**src/rtl/fetch_unit.sv**
```systemverilog
// Instruction fetch stage: issues one word read at a time, queues returned words with
// their PCs, and hands them to decode in order. Redirects flush everything in flight.
module fetch_unit #(
    parameter logic [31:0] RESET_PC = 32'h0000_0000,
    parameter int unsigned DEPTH    = 2
) (
    input  logic        clk,
    input  logic        rst_n,
    output logic        imem_req,
    output logic [31:0] imem_addr,
    input  logic        imem_rvalid,
    input  logic [31:0] imem_rdata,
    input  logic        redirect_valid,
    input  logic [31:0] redirect_pc,
    output logic        instr_valid,
    output logic [31:0] instr,
    output logic [31:0] instr_pc,
    input  logic        instr_ready
);

    localparam int unsigned AW = (DEPTH > 1) ? $clog2(DEPTH) : 1;
    localparam int unsigned CW = $clog2(DEPTH + 1);

    typedef struct packed {
        logic [31:0] pc;
        logic [31:0] word;
    } entry_t;

    typedef enum logic [1:0] {
        FETCH,
        WAIT,
        DISCARD
    } state_t;

    state_t          state, state_next;
    logic [31:0]     fetch_pc, fetch_pc_next, pc_inc;
    entry_t          mem [DEPTH];
    entry_t          head, head_next, push_entry;
    logic [AW-1:0]   rd_ptr, wr_ptr, rd_ptr_next;
    logic [CW-1:0]   count, count_next, remain;
    logic            push, pop, room;
    logic            unused_redirect_lsbs;

    assign unused_redirect_lsbs = ^redirect_pc[1:0];

    // Queue bookkeeping; a redirect cancels both push and pop.
    assign pc_inc      = fetch_pc + 32'd4;
    assign push        = (state == WAIT) & imem_rvalid & ~redirect_valid;
    assign pop         = (count != '0) & instr_ready & ~redirect_valid;
    assign count_next  = count + CW'(push) - CW'(pop);
    assign room        = count_next < CW'(DEPTH);
    assign remain      = count - CW'(pop);
    assign rd_ptr_next = rd_ptr + AW'(pop);
    assign push_entry  = '{pc: fetch_pc, word: imem_rdata};

    assign instr_valid = (count != '0) & ~redirect_valid;
    assign instr       = head.word;
    assign instr_pc    = head.pc;

    always_ff @(posedge clk or negedge rst_n) begin
        if (!rst_n) begin
            state <= FETCH;
        end else begin
            state <= state_next;
        end
    end

    // Next state, fetch PC and request strobe.
    always_comb begin
        state_next    = state;
        fetch_pc_next = fetch_pc;
        imem_req      = 1'b0;
        imem_addr     = fetch_pc;
        if (redirect_valid) begin
            fetch_pc_next = {redirect_pc[31:2], 2'b00};
            state_next    = ((state != FETCH) && !imem_rvalid) ? DISCARD : FETCH;
        end else begin
            case (state)
                FETCH: begin
                    if (room) begin
                        imem_req   = 1'b1;
                        state_next = WAIT;
                    end
                end
                WAIT: begin
                    if (imem_rvalid) begin
                        fetch_pc_next = pc_inc;
                        imem_addr     = pc_inc;
                        if (room) begin
                            imem_req = 1'b1;
                        end else begin
                            state_next = FETCH;
                        end
                    end
                end
                DISCARD: begin
                    if (imem_rvalid) begin
                        state_next = FETCH;
                    end
                end
                default: state_next = FETCH;
            endcase
        end
        if (!rst_n) begin
            imem_req = 1'b0;
        end
    end

    // Head register tracks the oldest entry and holds its value once the queue drains.
    always_comb begin
        head_next = head;
        if (!redirect_valid) begin
            if (remain != '0) begin
                head_next = mem[rd_ptr_next];
            end else if (push) begin
                head_next = push_entry;
            end
        end
    end

    always_ff @(posedge clk or negedge rst_n) begin
        if (!rst_n) begin
            fetch_pc <= RESET_PC;
            count    <= '0;
            rd_ptr   <= '0;
            wr_ptr   <= '0;
            head     <= '0;
        end else begin
            fetch_pc <= fetch_pc_next;
            head     <= head_next;
            if (redirect_valid) begin
                count  <= '0;
                rd_ptr <= '0;
                wr_ptr <= '0;
            end else begin
                count  <= count_next;
                rd_ptr <= rd_ptr_next;
                if (push) begin
                    wr_ptr <= wr_ptr + AW'(1);
                end
            end
        end
    end

    always_ff @(posedge clk) begin
        if (push) begin
            mem[wr_ptr] <= push_entry;
        end
    end

endmodule
```
**config.mk**
```make
export PLATFORM = sky130hd
export DESIGN_NAME = fetch_unit
export DESIGN_NICKNAME = d
export VERILOG_FILES = /design/src/rtl/fetch_unit.sv
export SDC_FILE = /design/constraint.sdc
export NUM_CORES = 1
export LEC_CHECK = 0
export CAP_MARGIN = 10
export CORE_MARGIN = 10
export CORE_UTILIZATION = 49
export CTS_CLUSTER_SIZE = 24
export DETAILED_ROUTE_END_ITERATION = 12
export GPL_ROUTABILITY_DRIVEN = 0
export PLACE_DENSITY = 0.75
export SYNTH_ARGS = -nofsm -noshare
export SYNTH_HDL_FRONTEND = slang
export SYNTH_SLANG_ARGS = --single-unit
```
**constraint.sdc**
```tcl
create_clock -name clk -period 5.4 [get_ports clk]
set_clock_uncertainty 0.05 [all_clocks]
set_input_delay 0.54 -clock clk [delete_from_list [all_inputs] [get_ports clk]]
set_output_delay 0.54 -clock clk [all_outputs]
set_load 0.03 [all_outputs]
```
---- Word-level counts from Yosys, hierarchy flattened ----
Memories as Yosys holds them, arrays and structs flattened.
Cells that the tools add are included.
storage, ports and cells
  output and inout port bits .............. 98
  memories ................................ 1
  input port bits ......................... 69
  bits in writable memories ............... 128
  bits in registers ....................... 102
cells by class
  muxes and demuxes ....................... 24
  $add $sub $neg .......................... 6
  bitwise logic cells ..................... 6
  equality and inequality tests ........... 6
  reduce and logical (&&, ||, !) cells .... 10
  $lt $le $gt $ge ......................... 1
memory list
  name  words  bits a word  read ports  clocked after memory_dff  write ports  line  text
  mem   2      64           1           0                         1            37    entry_t mem [DEPTH];
operators by type and width
  cell                   count
  $mux 32                4
  $mux 64                2
  $add 32x3->32 const B  1
  $mux 2                 7
  $ne 3x3->1 const B     4
  $reduce_bool 2->1      5
  $mux 1                 9
  $pmux 2 s3             1
  $and 1x1->1            5
  $reduce_and 4->1       1
  $sub 2x1->2            2
  $add 2x1->2            1
  $eq 2x1->1 const B     1
  $eq 2x2->1 const B     1
  $logic_not 2->1        1
  $lt 2x2->1 const B     1
  $pmux 1 s2             1
  $reduce_and 2->1       1
  $add 1x1->1            1
  $add 1x1->1 const B    1
  $logic_and 1x1->1      1
  $logic_not 1->1        1
  $not 1->1              1

---- Depth between registers and ports, before layout ----
  depth after elaboration ................. 11
  depth in mapped cells ................... 9
  gate-level depth less buffers ........... 8

---- Least setup slack after synthesis ----
Ideal clock, no wire load.
  path kind ............................... input port to flip-flop
  from .................................... input port redirect_valid
  to ...................................... memory mem[0][0] in the netlist's numbering, enable pin
  data arrival time ....................... 5.421 ns
  stages on the path ...................... 4
  data required time ...................... 4.791 ns
  library setup time ...................... 0.559 ns
  path slack .............................. -0.630 ns
  cells stage by stage .................... clkbuf_1 -> buf_1 -> clkbuf_1 -> nor3_1
between the ends
  longest elaborated chain between the ends .. 4
RTL lines
  item                          line  text
  from (decl)                   13    input logic redirect_valid,
  $not 1->1 (no line)           -
  $and 1x1->1                   48    assign push = (state == WAIT) & imem_rvalid & ~redirect_valid;
  $mux 1                        146   if (push) begin
  $mux 1 (implied by the code)  147   mem[wr_ptr] <= push_entry;
  to (decl)                     37
No other way between the ends.

---- Worst setup path in the final report ----
  from .................................... register fetch_pc[14]
  to ...................................... output port imem_addr[27]
between the ends
  longest elaborated chain between the ends .. 4
RTL lines
  item                    line  text
  from (decl)             36    logic [31:0] fetch_pc, fetch_pc_next, pc_inc;
  from (signal assigned)  129   fetch_pc <= fetch_pc_next;
  $add 32x3->32           47    assign pc_inc = fetch_pc + 32'd4;
  $mux 32 (2 in series)   -
  $mux 32                 74    if (redirect_valid) begin
  to (decl)               10    output logic [31:0] imem_addr,
No other way between the ends.

==> key figures <==
Finish
  • Post-layout util: 60.7%
  • Antenna cells: 0
  • Share of cells above drive strength 1: 11.5%
  • Fin nets: 1129
  • Layout area overhead: 22.5%
  • Number of fillers in the final layout: 1749
  • Storage element area: 6180 µm²
  • Multi-input gate area in the final layout: 3990 µm²

Global route
  • Total gr overflow: 0
  • All-Layer GR Usage: 19.2%
  • Global-route wire length before repair: 44800 µm
  • Met2 Track Usage GR: 31.6%
  • Vias in the first global route: 8207
  • GR Util met3: 4.31%
  • Met1 Use GR: 25.3%
  • Largest net degree at the start of global routing: 85
  • Grt peak-use layer: met2
  • Initial antenna violation count: 0

STA
  • PnR worst setup slack: 1290 ps
  • Period utilization: 76.0%
  • Post-route minimum period: 4110 ps
  • Final Slew Violations: 0
  • RSZ-0062 raised after global routing: no
  • Max_slew headroom: 34.8%
  • Final setup viols: 0
  • Final TNS setup: 0 ps
  • Final Hold Viols: 0
  • Worst-Margin Slew: 974 ps
  • Fmax achieved: 244 MHz

Clock tree
  • CTS tree: done
  • Clock tree buffer depth: 3
  • CTS Hold Bufs: 0
  • Number of setup buffers added after CTS: 0
  • CTS clk-pin slew, worst paths: 60 ps
  • Clock buffer count from CTS: 23
  • H-tree levels: 1
  • Clock Sinks: 222
  • CTS resizes: 0
  • Clk_lat worst skew: 500 ps
  • Root buffer cell: clkbuf_16

Yosys
  • Main flop type after synthesis: edfxtp_1
  • Synth Warn #: 0
  • Synth Cell Area: 10700 µm²
  • Syn Inst Count: 949
  • Distinct cells, synth: 42
  • Post-synthesis sequential area ratio: 57.5%
  • Syn avg cell area: 11.3 µm²
  • Synth async-reset ratio: 44.1%
  • Register bit total from synthesis: 222
  • EDFF count, synth: 124

Worst setup path
  • FF-to-FF Start: count[0]
  • Critical Path Sink Type: output pin
  • Startpoint Class: flip-flop
  • Slowest CP cell: or4_1
  • Critical Path Fanout Max: 19
  • CP Class: reg -> out
  • CP max stage delay: 780 ps
  • Reg2reg setup slack: 2550 ps
  • CP Data Required Time: 4810 ps
  • Worst R2R End: instr[18]
  • Critical Path AT: 3520 ps
  • CP cell instances: nand4_1, or4_1, nor4_1, xor2_1, clkdlybuf4s50_1
  • R2R cell count: 6

Floorplan
  • Die X: 168 µm
  • Site Rows: 54
  • Core area: 21700 µm²
  • Die H: 168 µm
  • Initial core utilization: 49.5%
  • DIE AREA: 28200 µm²
  • # IOs: 167

Routing
  • Vias per cell: 5.84
  • Post-route ant nets: 0
  • WL final: 28000 µm
  • DRC Markers: 0
  • Starting DRT DRC Count: 595
  • Wirelength per Cell: 20.7 µm
  • Via count: 7904
  • TritonRoute pass-1 iters: 4

Power and ir drop
  • Max IR drop VDD: 191 µV
  • Lkg Pwr: 0.00475 µW
  • P per Cell Area: 428 nW/µm²

Job
  • Max-cap violations: 0

Placed design
  • Pre-CTS WS: 1400 ps
  • DP HPWL: 17000 µm
  • Port bufs: 160

Outcome
  • Status: complete, no violations

Min path
  • Worst Hold Class: in -> async
-- cell usage after synthesis, types with 2 or more instances --
master | instances | share of area [%]
and2_1 | 6 | 0.35
o21ai_0 | 19 | 0.89
nor3_1 | 10 | 0.47
clkbuf_1 | 77 | 2.7
a31oi_1 | 18 | 1.0
and4_1 | 5 | 0.41
buf_4 | 4 | 0.28
ha_1 | 2 | 0.23
and3_1 | 3 | 0.17
inv_1 | 69 | 2.4
buf_2 | 8 | 0.37
dfrtp_1 | 98 | 23
nand2b_1 | 2 | 0.12
nand4b_1 | 2 | 0.16
nor2_1 | 93 | 3.2
nand3_1 | 10 | 0.47
nand2_1 | 27 | 0.94
nor2b_1 | 2 | 0.12
and4b_1 | 2 | 0.19
o31ai_1 | 10 | 0.70
buf_1 | 5 | 0.17
or4_1 | 15 | 1.0
edfxtp_1 | 124 | 35
xnor2_1 | 17 | 1.4
a211oi_1 | 186 | 13
mux2_2 | 63 | 6.6
or3_1 | 7 | 0.41
xor2_1 | 26 | 2.1
nor4_1 | 10 | 0.58
nand4_1 | 16 | 0.93
mux2i_1 | 2 | 0.19
-- critical path, delay by kind of cell (launching register included) --
family,cells,cell delay (ps)
buffers and inverters,1,710
XOR/XNOR,1,190
AND/OR/NAND/NOR,3,1520
flip-flops,1,590
-- area by class of cell --
cell class	instances	area share, %
tap	280	2.66
clock buffer	28	4.59
multi-input combinational	567	30.4
sequential	222	47.0
clock inverter	13	0.485
inverter	69	1.97
timing repair buffer	175	13.0
-- cells by family (layout without fill, tap and decap cells) --
group / after synthesis / count (layout) / synth area share, %
muxes: 65 / 65 / 6.79
xor gates and xnor gates: 43 / 43 / 3.51
adders and majority gates: 2 / 2 / 0.233
buffers and inverters: 163 / 285 / 5.93
DFF: 222 / 222 / 57.5
AOI/OAI and AO/OA: 240 / 240 / 16.1
and+or+nand+nor: 213 / 213 / 9.87
other: 1 / 4 / 0.0349
-- flip-flops by register name, summed over array words and instances, names as in the netlist --
signal    flops
count         2
fetch_pc     30
instr        32
instr_pc     30
mem         124
rd_ptr        1
state         2
wr_ptr        1
-- layout by cell type (no fill, tap or decap), drive strengths merged, types with 3 or more instances in the layout --
cell type,n
xor2,26
dfrtp,98
or4,15
inv,70
nand4,17
clkdlybuf4s50,158
a211oi,186
clkinv,11
and2,6
buf,17
nand3,10
nor2,93
and4,5
nor3,10
xnor2,17
a31oi,18
o31ai,10
or3,7
mux2,63
nor4,10
conb,4
and3,3
clkbuf,28
o21ai,20
edfxtp,124
nand2,27
-- power breakdown --
group	total, µW	internal [µW]	switching [µW]
Clock	1420	793	627
Sequential	2290	2090	201
Combinational	1920	834	1080
Total	5630	3720	1910
-- layer usage --
metal | part of all wire [%] | vias up
met5 | 0 | -
met4 | 1.4 | 0
met3 | 7.0 | 33
met2 | 48 | 261
met1 | 44 | 3856
li1 | - | 3754
-- through the flow --
step | instance area, µm² | hold WS, ps | cells | power, µW
2_1_floorplan | 10800 | 194 | 952 | 3440
3_3_place_gp | 12500 | 494 | 1313 | 4220
3_5_place_dp | 12500 | 501 | 1313 | 4260
4_1_cts | 13200 | 41.4 | 1354 | 5690
5_1_grt | 13200 | 68.3 | 1354 | 5920
6_report | 13200 | 35.0 | 1354 | 5630
-- worst max-delay path by stage --
stage | from | slack (ps) | cells after the start | endpoint
floorplan | redirect_valid | 1270 | 4 | mem[0][0]
global placement | imem_rvalid | 1390 | 11 | imem_req
detailed placement | imem_rvalid | 1400 | 11 | imem_req
CTS | fetch_pc[5] | 1280 | 5 | imem_addr[27]
global route | imem_rvalid | 1030 | 11 | imem_req
finish | fetch_pc[14] | 1290 | 5 | imem_addr[27]
(Power assumes the default switching activity.)
